$ cat config.mk
export PLATFORM = sky130hd
export DESIGN_NAME = masked_sbox_scheduler
export DESIGN_NICKNAME = d
export VERILOG_FILES = /design/src/rtl/masked_sbox_pkg.sv /design/src/rtl/masked_sbox_scheduler_rr_arbiter.sv /design/src/rtl/masked_sbox_scheduler.sv
export SDC_FILE = /design/constraint.sdc
export NUM_CORES = 1
export LEC_CHECK = 0
export BUFFER_PORTS_ARGS = -buffer_cell sky130_fd_sc_hd__buf_2
export CAP_MARGIN = 20
export CORE_ASPECT_RATIO = 1.25
export CORE_MARGIN = 1
export CORE_UTILIZATION = 43
export CTS_CLUSTER_DIAMETER = 40
export DETAILED_ROUTE_END_ITERATION = 10
export GPL_ROUTABILITY_DRIVEN = 0
export PLACE_DENSITY_LB_ADDON = 0.2
export SLEW_MARGIN = 10
export SYNTH_ARGS = -nofsm -noshare
export SYNTH_HDL_FRONTEND = slang
export SYNTH_SLANG_ARGS = --single-unit
export TNS_END_PERCENT = 30
$ cat constraint.sdc
create_clock -name clk -period 3.95 [get_ports clk]
set_clock_uncertainty 0.15 [all_clocks]
set_input_delay 0 -clock clk [delete_from_list [all_inputs] [get_ports clk]]
set_output_delay 0 -clock clk [all_outputs]
set_load 0.02 [all_outputs]
$ cat src/rtl/masked_sbox_pkg.sv
// +--------------------------------------------------------------------------+
// | masked_sbox_pkg : shared types and constants for the masked S-box issue  |
// | Rev 1.0                                                                  |
// +--------------------------------------------------------------------------+
`default_nettype none

package masked_sbox_pkg;

  localparam int SHARE_W      = 8;
  localparam int SBOX_LAT_DEF = 2;
  localparam int RND_W_DEF    = 8;
  // Tag ID field is sized for up to 256 requesters; users truncate to IDW.
  localparam int TAG_ID_W     = 8;

  typedef struct packed {
    logic                valid;
    logic [TAG_ID_W-1:0] id;
  } tag_t;

endpackage

`default_nettype wire

$ cat src/rtl/masked_sbox_scheduler_rr_arbiter.sv
// +--------------------------------------------------------------------------+
// | masked_sbox_scheduler_rr_arbiter : cyclic first-set search from ptr+1    |
// | Rev 1.0                                                                  |
// +--------------------------------------------------------------------------+
`default_nettype none

module masked_sbox_scheduler_rr_arbiter #(
  parameter int NREQ = 4,
  parameter int IDW  = $clog2(NREQ)
) (
  input  logic [NREQ-1:0] req_i,
  input  logic [IDW-1:0]  ptr_i,
  output logic [NREQ-1:0] gnt_o,
  output logic [IDW-1:0]  gnt_id_o
);

  logic           found;
  logic [IDW-1:0] idx;

  always_comb begin
    gnt_o    = '0;
    gnt_id_o = '0;
    found    = 1'b0;
    idx      = '0;
    for (int k = 1; k <= NREQ; k++) begin
      idx = IDW'((int'(ptr_i) + k) % NREQ);
      if (!found && req_i[idx]) begin
        found      = 1'b1;
        gnt_o[idx] = 1'b1;
        gnt_id_o   = idx;
      end
    end
  end

endmodule

`default_nettype wire

$ cat src/rtl/masked_sbox_scheduler.sv
// +--------------------------------------------------------------------------+
// | masked_sbox_scheduler : round-robin issue of masked bytes + fresh        |
// | randomness into a shared pipelined S-box, with ID tracking. Rev 1.0      |
// +--------------------------------------------------------------------------+
`default_nettype none

module masked_sbox_scheduler
  import masked_sbox_pkg::*;
#(
  parameter int NREQ     = 4,
  parameter int SBOX_LAT = SBOX_LAT_DEF,
  parameter int RND_W    = RND_W_DEF,
  parameter int IDW      = $clog2(NREQ)
) (
  input  logic                    clk,
  input  logic                    rst_n,
  input  logic                    en,
  input  logic [NREQ-1:0]         req_valid,
  output logic [NREQ-1:0]         req_ready,
  input  logic [SHARE_W*NREQ-1:0] req_in0,
  input  logic [SHARE_W*NREQ-1:0] req_in1,
  input  logic                    rnd_valid,
  output logic                    rnd_ready,
  input  logic [RND_W-1:0]        rnd,
  output logic [SHARE_W-1:0]      sb_in0,
  output logic [SHARE_W-1:0]      sb_in1,
  output logic [RND_W-1:0]        sb_r,
  input  logic [SHARE_W-1:0]      sb_out0,
  input  logic [SHARE_W-1:0]      sb_out1,
  output logic                    res_valid,
  output logic [IDW-1:0]          res_id,
  output logic [SHARE_W-1:0]      res_out0,
  output logic [SHARE_W-1:0]      res_out1,
  output logic                    busy
);

  logic [NREQ-1:0]    gnt_onehot;
  logic [IDW-1:0]     gnt_id;
  logic               issue;
  logic [SHARE_W-1:0] lane0 [NREQ];
  logic [SHARE_W-1:0] lane1 [NREQ];

  logic [IDW-1:0]     ptr_q,    ptr_d;
  logic [SHARE_W-1:0] sb_in0_q, sb_in0_d;
  logic [SHARE_W-1:0] sb_in1_q, sb_in1_d;
  logic [RND_W-1:0]   sb_r_q,   sb_r_d;
  tag_t               tag_d;
  tag_t               tag_q [SBOX_LAT+1];
  logic               busy_w;

  for (genvar i = 0; i < NREQ; i++) begin : g_lane
    assign lane0[i] = req_in0[i*SHARE_W +: SHARE_W];
    assign lane1[i] = req_in1[i*SHARE_W +: SHARE_W];
  end

  masked_sbox_scheduler_rr_arbiter #(
    .NREQ (NREQ),
    .IDW  (IDW)
  ) u_arb (
    .req_i    (req_valid),
    .ptr_i    (ptr_q),
    .gnt_o    (gnt_onehot),
    .gnt_id_o (gnt_id)
  );

  // rst_n gates the handshake so nothing is acknowledged while held in reset.
  assign issue     = rst_n & en & rnd_valid & (|req_valid);
  assign req_ready = {NREQ{issue}} & gnt_onehot;
  assign rnd_ready = issue;

  always_comb begin
    ptr_d    = ptr_q;
    sb_in0_d = '0;
    sb_in1_d = '0;
    sb_r_d   = '0;
    tag_d    = '0;
    if (issue) begin
      ptr_d       = gnt_id;
      sb_in0_d    = lane0[gnt_id];
      sb_in1_d    = lane1[gnt_id];
      sb_r_d      = rnd;
      tag_d.valid = 1'b1;
      tag_d.id    = TAG_ID_W'(gnt_id);
    end
  end

  always_ff @(posedge clk or negedge rst_n) begin
    if (!rst_n) begin
      ptr_q    <= IDW'(NREQ - 1);
      sb_in0_q <= '0;
      sb_in1_q <= '0;
      sb_r_q   <= '0;
      for (int k = 0; k <= SBOX_LAT; k++) tag_q[k] <= '0;
    end else begin
      ptr_q    <= ptr_d;
      sb_in0_q <= sb_in0_d;
      sb_in1_q <= sb_in1_d;
      sb_r_q   <= sb_r_d;
      tag_q[0] <= tag_d;
      for (int k = 1; k <= SBOX_LAT; k++) tag_q[k] <= tag_q[k-1];
    end
  end

  always_comb begin
    busy_w = 1'b0;
    for (int k = 0; k <= SBOX_LAT; k++) busy_w = busy_w | tag_q[k].valid;
  end

  assign sb_in0    = sb_in0_q;
  assign sb_in1    = sb_in1_q;
  assign sb_r      = sb_r_q;
  assign res_valid = tag_q[SBOX_LAT].valid;
  assign res_id    = IDW'(tag_q[SBOX_LAT].id);
  assign res_out0  = sb_out0;
  assign res_out1  = sb_out1;
  assign busy      = busy_w;

endmodule

`default_nettype wire

# After elaboration in Yosys (flattened, before gate mapping)
# Cells that the tools add are included.
[word_totals]
wordCells = 81
reg_bits = 35
output_inout_bits = 49
in_bits = 96
[classes]
n_reduce_logical = 11
add_sub_neg = 4
muxes = 37
magnitude_cmp = 9
n_bitwise = 10
[op_table]
columns = ["op", "n"]
rows = [
  ["$mux 8", 7],
  ["$bmux 8 s2", 2],
  ["$mux 4", 4],
  ["$lt 2x3->1 const B", 4],
  ["$or 4x4->4", 3],
  ["$mux 1", 11],
  ["$mux 9", 1],
  ["$bmux 1 s2", 4],
  ["$demux 1 s2", 4],
  ["$ge 2x1->1 const B", 4],
  ["$mux 2", 4],
  ["$logic_and 1x1->1", 7],
  ["$add 2x1->2 const B", 2],
  ["$add 2x2->2 const B", 2],
  ["$and 4x4->4", 1],
  ["$reduce_or 4->1", 1],
  ["$and 1x1->1", 3],
  ["$ge 3x3->1 const B", 1],
  ["$logic_not 1->1", 3],
  ["$not 2->3", 1],
  ["$or 1x1->1", 2],
]

# Depth between registers and ports, before layout
# Gate-level depths: netlist of run 1.
[logic_depth]
depth_word = 18
depth_mapped = 12
depth_no_buf = 8

# Hierarchy
# From an unflattened synthesis of run 1, not the netlist that was laid out.
[hier_totals]
cells_unflattened = 171
area_unflattened_um2 = 2252.2
[by_module_without_submodules]
columns = ["mod", "seq_area_each_um2", "cells_per_inst", "area_per_inst_um2", "instances"]
rows = [
  ["masked_sbox_scheduler", 878.3, 112, 1761.7, 1],
  ["masked_sbox_scheduler_rr_arbiter", 0.0, 59, 490.5, 1],
]

# Worst setup path before layout of run 1
# Ideal clock, no wire load.
[synth_timing]
path_kind = "register to register"
start = "reg ptr_q[0]"
end = "reg sb_in1_q[5] (netlist: sb_in1[5])"
path_stages_with_launch = 12
setup_slack_ns = 0.876
setup_ns = 0.131
arrival_time_ns = 2.793
period_less_slack_ns = 3.074
n_path_buf = 3
t_required_ns = 3.669
path_cell_list = "dfstp_2 buf_6 inv_1 ha_1 clkbuf_1 mux2i_1 mux2_2 o21bai_4 mux2i_4 buf_6 mux2i_1 o22ai_2"
[synth_between]
elab_chain_len = 18
word_cells_on_any_way = 30
cone_classes = "4 x add/sub; 19 x mux; 1 x bitwise; 6 x reduce/logical"
[synth_rtl]
columns = ["element", "line_no", "rtl"]
rows = [
  ["start, declared", "masked_sbox_scheduler.sv:43", "logic [IDW-1:0] ptr_q, ptr_d;"],
  ["start signal, assigned", "masked_sbox_scheduler.sv:89", "ptr_q <= IDW'(NREQ - 1);"],
  ["start signal, assigned", "masked_sbox_scheduler.sv:95", "ptr_q <= ptr_d;"],
  ["$add 2x1->2", "masked_sbox_scheduler_rr_arbiter.sv:26", "idx = IDW'((int'(ptr_i) + k) % NREQ);"],
  ["$bmux 1 s2", "masked_sbox_scheduler_rr_arbiter.sv:27", "if (!found && req_i[idx]) begin"],
  ["$mux 1 (implied by the code)", "masked_sbox_scheduler_rr_arbiter.sv:27", ""],
  ["$mux 1", "masked_sbox_scheduler_rr_arbiter.sv:27", ""],
  ["$logic_not 1->1", "masked_sbox_scheduler_rr_arbiter.sv:27", ""],
  ["$logic_and 1x1->1", "masked_sbox_scheduler_rr_arbiter.sv:27", ""],
  ["$mux 1", "masked_sbox_scheduler_rr_arbiter.sv:27", ""],
  ["$logic_not 1->1", "masked_sbox_scheduler_rr_arbiter.sv:27", ""],
  ["(+2 left out)", "n/a", ""],
  ["$logic_not 1->1", "masked_sbox_scheduler_rr_arbiter.sv:27", ""],
  ["$logic_and 1x1->1", "masked_sbox_scheduler_rr_arbiter.sv:27", ""],
  ["$mux 2 (*)", "masked_sbox_scheduler_rr_arbiter.sv:27", ""],
  ["$not 2->3 (implied by the code) (*)", "masked_sbox_scheduler.sv:80", "sb_in1_d = lane1[gnt_id];"],
  ["$bmux 8 s2 (*)", "masked_sbox_scheduler.sv:80", ""],
  ["$mux 8 (implied by the code) (*) (2 in a row)", "masked_sbox_scheduler.sv:80", ""],
  ["$mux 8 (*)", "masked_sbox_scheduler.sv:77", "if (issue) begin"],
  ["named net sb_in1_d[5]", "masked_sbox_scheduler.sv:45", "logic [SHARE_W-1:0] sb_in1_q, sb_in1_d;"],
  ["end signal, assigned", "masked_sbox_scheduler.sv:97", "sb_in1_q <= sb_in1_d;"],
  ["end, declared", "masked_sbox_scheduler.sv:45", ""],
]
# Mark *: on every way through the listed nets, which the timed path passes. The rest lies on a longest branch. The select of a mux whose other input is x is not followed.
# A chain may end at the register's enable or synchronous reset.

# Final worst setup path of run 1
[layout_timing]
start = "reg ptr_q[1]"
end = "reg sb_in1_q[1] (netlist: sb_in1[1])"
# Same word-level chain as after synthesis.

==> results of run 1 <==
==> placed cells by master, fill, tap and decap left out, types with 2 or more instances in the layout <==
cell,n
buf_2,112
dlygate4sd3_1,89
mux2i_1,37
dfrtp_1,33
and2_1,13
o22ai_2,9
o21ai_0,8
o22ai_1,8
a22oi_1,8
ha_1,7
buf_4,6
inv_1,5
nor2_1,5
clkbuf_8,5
a21oi_1,3
and3b_1,3
nand2_1,3
nor3b_1,2
mux2i_4,2
or3_1,2
dfstp_2,2
==> tightest hold or removal path, stage by stage <==
cell and delay, ns:
buf_2 0.09, nand3_1 0.08, a21oi_1 0.05, buf_4 0.18
==> cells in the mapped netlist, types with 5 or more instances <==
cell / count / share of area, %
nor2_1: 5 / 0.83
inv_1: 5 / 0.83
and2_1: 13 / 3.6
o22ai_1: 8 / 2.2
ha_1: 8 / 4.4
a22oi_1: 8 / 2.7
dfrtp_1: 33 / 37
o21ai_0: 8 / 1.8
mux2i_1: 37 / 16
buf_2: 5 / 1.1
o22ai_2: 9 / 5.0
buf_4: 18 / 6.0
==> per-layer routing <==
layer	up-vias	wire length, um	global-route usage, %
met3	20	460	3.30
met2	117	3760	46.5
met4	0	242	12.0
met5	-	0	0
li1	1070	-	-
met1	1058	2620	28.4
==> timing repair <==
action	4_1_cts	5_1_grt
resized for setup	0	4
setup buffers	0	0
setup endpoints to repair	0	16
endpoints found under the hold margin	76	0
hold buffers	89	0
==> cells by family after synthesis <==
| logic type | Yosys count | share of synthesized area [%] |
|---|---|---|
| compound gates | 47 | 16.8 |
| mux | 41 | 19.9 |
| buf+inv | 37 | 11.5 |
| flops | 35 | 39.0 |
| simple gates | 32 | 8.33 |
| fa+ha+maj | 8 | 4.44 |
==> final cells by class <==
cell class / instances / area share, %
clock buffers: 6 / 1.97
clock inverters: 2 / 0.339
inverters: 5 / 0.509
multi-input cells: 128 / 30.3
flip-flops and latches: 35 / 23.8
well taps: 62 / 2.10
repair buffers: 208 / 41.0
==> state kept, by name (all words and copies together), names as in the netlist <==
name	cells
res_id	2
res_valid	1
ptr_q	2
sb_in0	8
sb_r	8
sb_in1	8
tag_q	6
==> stage by stage <==
step                cell area, um^2  cells  power, mW
floorplan                      2250    200       1.46
global placement               2700    349       1.59
detailed placement             2700    349       1.60
CTS                            3680    446       2.13
global route                   3690    446       2.30
finish                         3690    446       2.17
==> worst paths after layout <==
path,to,slack [ns],from,cells after the start
max in group asynchronous,ptr_q[1],3.15,rst_n,3
worst min-delay path,tag_q[26],0.04,en,4
worst max register to register,sb_in1[1],0.19,ptr_q[1],10
worst max-delay path,sb_in1[1],0.19,ptr_q[1],10
min in group asynchronous,sb_in0[0],0.14,rst_n,3
worst min register to register,res_id[1],0.19,tag_q[10],0
==> power by group through the flow <==
stage | Sequential, mW | Clock, mW | Combinational, mW
after floorplan | 0.516 | 0 | 0.945
after global placement | 0.457 | 0 | 1.13
after detailed placement | 0.461 | 0 | 1.14
after CTS | 0.454 | 0.257 | 1.42
after global routing | 0.461 | 0.272 | 1.56
final | 0.456 | 0.249 | 1.47
==> impl_metrics.json, run 1 <==
{
  "outcome": "completed",
  "port_buffers": 112,
  "multiInputGateArea_mm2": 0.00112,
  "die_w_um": 66.7,
  "p_sw_mw": 0.871,
  "globalRouteOverflowTotal": 0,
  "syn_to_final_growth_pct": 63.8,
  "switching_share_pct": 40.1,
  "n_fill_cell": 352,
  "fin_crit_sh_pct": 95.2,
  "cts_buffer_depth": 2,
  "layout-drive-gt1-share_pct": 37.2,
  "postLayoutCoreUtil_pct": 73.1,
  "fmax_mhz": 266,
  "synthCells": 200,
  "vias": 2265,
  "synth-seq-area-share_pct": 39.0,
  "clock_latency_ns": 0.28,
  "hold_class": "input pin to flop",
  "antenna_found_initial": 0,
  "path_clk_slew_ns": 0.08,
  "worst_ep_arrival_time_ns": 3.75,
  "finalSetupViolCount": 0,
  "die_y_um": 82.9,
  "cpMaxStageDelayCell": "dfstp_2",
  "clock-sinks": 35,
  "grt_first_pass_wirelength_mm": 10.9,
  "cp_max_fo": 33,
  "setup_tns_ns": 0,
  "wire_per_inst_um": 15.9,
  "io_pins": 145,
  "yosys_warnings": 0,
  "die_area_mm2": 0.00553,
  "worst_slew_pin_slew_ns": 0.453,
  "cts_tree": "yes",
  "p_clk_share_pct": 11.5,
  "ys.flop_type": "dfrtp_1",
  "fin_hold_ws_ns": 0.0357,
  "clockRootBuffer": "clkbuf_8",
  "slew_headroom_pct": 69.8,
  "h-tree-depth": 2,
  "synth-edff-count": 0,
  "crit_type": "flop to flop",
  "firstDrtPassIters": 4,
  "p_leak_nw": 1.91,
  "drc": 0,
  "synthArstFlopShare_pct": 100,
  "postRouteAntennaNets": 0,
  "cp_common_cell": "mux2i_1",
  "crit_chain": "inv_1, ha_2, mux2i_1, mux2_2, o21bai_4, mux2i_4, buf_8, mux2i_1, dlygate4sd3_1, o22ai_1",
  "core_mm2": 0.00504,
  "vdd_drop_max_mv": 0.504,
  "via_per_inst": 5.08,
  "grt_max_degree": 37,
  "initial_utilization_pct": 44.7,
  "synth-seq-cells": 35,
  "synthesis.nets": 304,
  "cp_num_buf_inv": 3,
  "grt_setup_unrepaired": "no",
  "place_hpwl_mm": 3.93,
  "num_rows": 29,
  "nets": 487,
  "seqPwrFrac_pct": 21.0,
  "period_minus_slack_ns": 3.76,
  "numCtsBuffers": 5,
  "drt_iter0_markers": 109,
  "grt_pass1_vias": 2342,
  "cap_violations": 0,
  "seq_area_um2": 878,
  "p_int_mw": 1.30,
  "cpPeakStageDelay_ns": 0.62,
  "avgSynthCellArea_um2": 11.3,
  "final.setup.worst_slack_ns": 0.189,
  "crit_path_start_kind": "flop",
  "cp_data_required_time_ns": 3.94,
  "synthesis.area_mm2": 0.00225,
  "end_kind": "flop",
  "cp_top_family": "buffers and inverters",
  "synthDistinctLibCells": 40,
  "diodes": 0,
  "wl_mm": 7.09,
  "grt_usage_pct": 25.6,
  "comb_power_share_pct": 67.5,
  "place_ws_ns": 0.572,
  "final-hold-violation-count": 0,
  "slew_viol_final": 0,
  "p_per_area_mw_per_mm2": 588
}
(Power assumes the default switching activity.)
==> run 2: changes to the inputs <==
--- a/config.mk
+++ b/config.mk
@@ -9,7 +9,8 @@
 export CAP_MARGIN = 20
 export CORE_ASPECT_RATIO = 1.25
 export CORE_MARGIN = 1
-export CORE_UTILIZATION = 43
+export CORE_UTILIZATION = 44
+export CTS_BUF_LIST = sky130_fd_sc_hd__clkbuf_8
 export CTS_CLUSTER_DIAMETER = 40
 export DETAILED_ROUTE_END_ITERATION = 10
 export GPL_ROUTABILITY_DRIVEN = 0
==> run 2 against run 1 <==
Compared with the run above: global-route usage up 4.0 points; utilization rose by 4.2 points; critical path type unchanged; final cell count rose by 0.22%; fmax is 3.8% higher; largest power group unchanged; clock power is 27% higher; first-iteration DRC count up 39%; total power fell by 0.51%.
==> impl_metrics.json, run 2 (same netlist as run 1, synthesis figures left out) <==
{
  "outcome": "completed",
  "diodes": 0,
  "period_minus_slack_ns": 3.62,
  "layout-drive-gt1-share_pct": 37.0,
  "seqPwrFrac_pct": 21.1,
  "end_kind": "flop",
  "worst_slew_pin_slew_ns": 0.871,
  "p_sw_mw": 0.866,
  "crit_type": "flop to flop",
  "place_hpwl_mm": 4.05,
  "grt_max_degree": 37,
  "postRouteAntennaNets": 0,
  "globalRouteOverflowTotal": 0,
  "cap_violations": 0,
  "die_w_um": 66.0,
  "drt_iter0_markers": 152,
  "clock-sinks": 35,
  "nets": 490,
  "cp_data_required_time_ns": 3.97,
  "comb_power_share_pct": 64.3,
  "total_power_mw": 2.16,
  "crit_path_end": "sb_in1[6]",
  "num_rows": 28,
  "grt_usage_pct": 29.6,
  "vias": 2404,
  "r2r-end": "sb_in1[6]",
  "cts_buffer_depth": 2,
  "clockRootBuffer": "clkbuf_8",
  "slew_viol_final": 0,
  "cp_max_fo": 10,
  "port_buffers": 112,
  "syn_to_final_growth_pct": 66.1,
  "final_common_cell": "buf_2",
  "antenna_found_initial": 0,
  "p_int_mw": 1.29,
  "grt_pass1_vias": 2497,
  "grt_setup_unrepaired": "no",
  "cts_tree": "yes",
  "r2r-start": "ptr_q[1]",
  "wl_mm": 7.74,
  "final.setup.worst_slack_ns": 0.328,
  "crit_path_start_kind": "flop",
  "core_mm2": 0.00483,
  "final-hold-violation-count": 0,
  "die_y_um": 82.0,
  "finalSetupViolCount": 0,
  "cts_resized": 0,
  "worst_ep_arrival_time_ns": 3.64,
  "grt_first_pass_wirelength_mm": 11.9,
  "wire_per_inst_um": 17.3,
  "p_clk_share_pct": 14.6,
  "holdCritStartpoint": "en",
  "h-tree-depth": 2,
  "io_pins": 145,
  "p_leak_nw": 1.94,
  "via_per_inst": 5.38,
  "vdd_drop_max_mv": 0.349,
  "place_ws_ns": 0.473,
  "fmax_mhz": 276,
  "p_per_area_mw_per_mm2": 577,
  "drc": 0,
  "hold_class": "input pin to flop",
  "fin_crit_sh_pct": 91.7,
  "firstDrtPassIters": 5,
  "initial_utilization_pct": 46.6,
  "slew_headroom_pct": 41.1,
  "numCtsBuffers": 5,
  "die_area_mm2": 0.00541,
  "path_clk_slew_ns": 0.08,
  "r2r_setup_slack_ns": 0.33,
  "reg2reg_depth": 10,
  "layout_common_cells": "buf_2 (112), dlygate4sd3_1 (91), mux2i_1 (37)",
  "switching_share_pct": 40.1,
  "clock_latency_ns": 0.28,
  "setup_tns_ns": 0,
  "critPathLaunch": "ptr_q[1]"
}
## run 2: changes by cell type in the layout (fill, tap and decap cells not counted)
cell / before / now
bufinv_16: 0 / 1
ha_2: 1 / 0
buf_8: 1 / 0
buf_4: 6 / 7
buf_12: 0 / 1
inv_1: 5 / 6
clkbuf_1: 1 / 0
clkinv_2: 1 / 0
dlygate4sd3_1: 89 / 91
ha_1: 7 / 8
## run 2: per-stage QoR
step,util (%),instances,cell area (um^2),hold slack (ns)
2_1_floorplan,-,200,2250,-0.446
3_3_place_gp,55.7,346,2690,-0.150
3_5_place_dp,55.7,346,2690,-0.150
4_1_cts,76.8,445,3710,0.0170
5_1_grt,77.4,447,3740,0.0334
6_report,77.4,447,3740,0.0116
## run 2: worst min-delay path by stage
| stage | cells after the start | slack [ns] | end |
|---|---|---|---|
| 2_1_floorplan | 0 | -0.45 | res_id[0] |
| 3_3_place_gp | 0 | -0.15 | res_out0[0] |
| 3_5_place_dp | 0 | -0.15 | res_out0[0] |
| 4_1_cts | 4 | 0.02 | tag_q[26] |
| 5_1_grt | 4 | 0.03 | tag_q[26] |
| 6_report | 4 | 0.01 | tag_q[26] |
## run 2: worst max-delay path, cell delays in order (launching register included)
cell,delay [ns]
dfstp_2,0.61
inv_1,0.19
ha_1,0.51
mux2i_1,0.11
mux2_2,0.31
o21bai_4,0.20
mux2i_4,0.28
buf_12,0.16
mux2i_1,0.27
dlygate4sd3_1,0.62
o22ai_2,0.08
## run 2: area by class of cell
class                           count  area [um^2]
Clock inverter                      3         41.3
Clock buffer                        5         68.8
Timing Repair Buffer              211         1540
Multi-Input combinational cell    128         1110
Inverter                            5         18.8
Fill cell                         319         1090
Tap cell                           60         75.1
Sequential cell                    35          878
## run 2: power groups by stage
stage / Clock (mW) / Combinational, mW / Sequential, mW
3_3_place_gp: 0 / 1.13 / 0.457
6_report: 0.315 / 1.39 / 0.456
4_1_cts: 0.320 / 1.29 / 0.455
5_1_grt: 0.333 / 1.49 / 0.462
3_5_place_dp: 0 / 1.14 / 0.461
2_1_floorplan: 0 / 0.945 / 0.516
## run 2: layer usage
metal / wire [um] / track usage, % / vias up / part of all wire [%]
met5: 0 / 0 / - / 0
met4: 415 / 18.3 / 0 / 5.4
met3: 538 / 6.53 / 40 / 6.9
met2: 4050 / 54.1 / 145 / 52
met1: 2740 / 30.3 / 1138 / 35
li1: - / - / 1081 / -
## run 2: timing repair
| item | 4_1_cts | 5_1_grt |
|---|---|---|
| hold buffers | 91 | 0 |
| setup endpoints to repair | 0 | 2 |
| setup buffers | 0 | 2 |
| hold endpoints to repair | 74 | 0 |
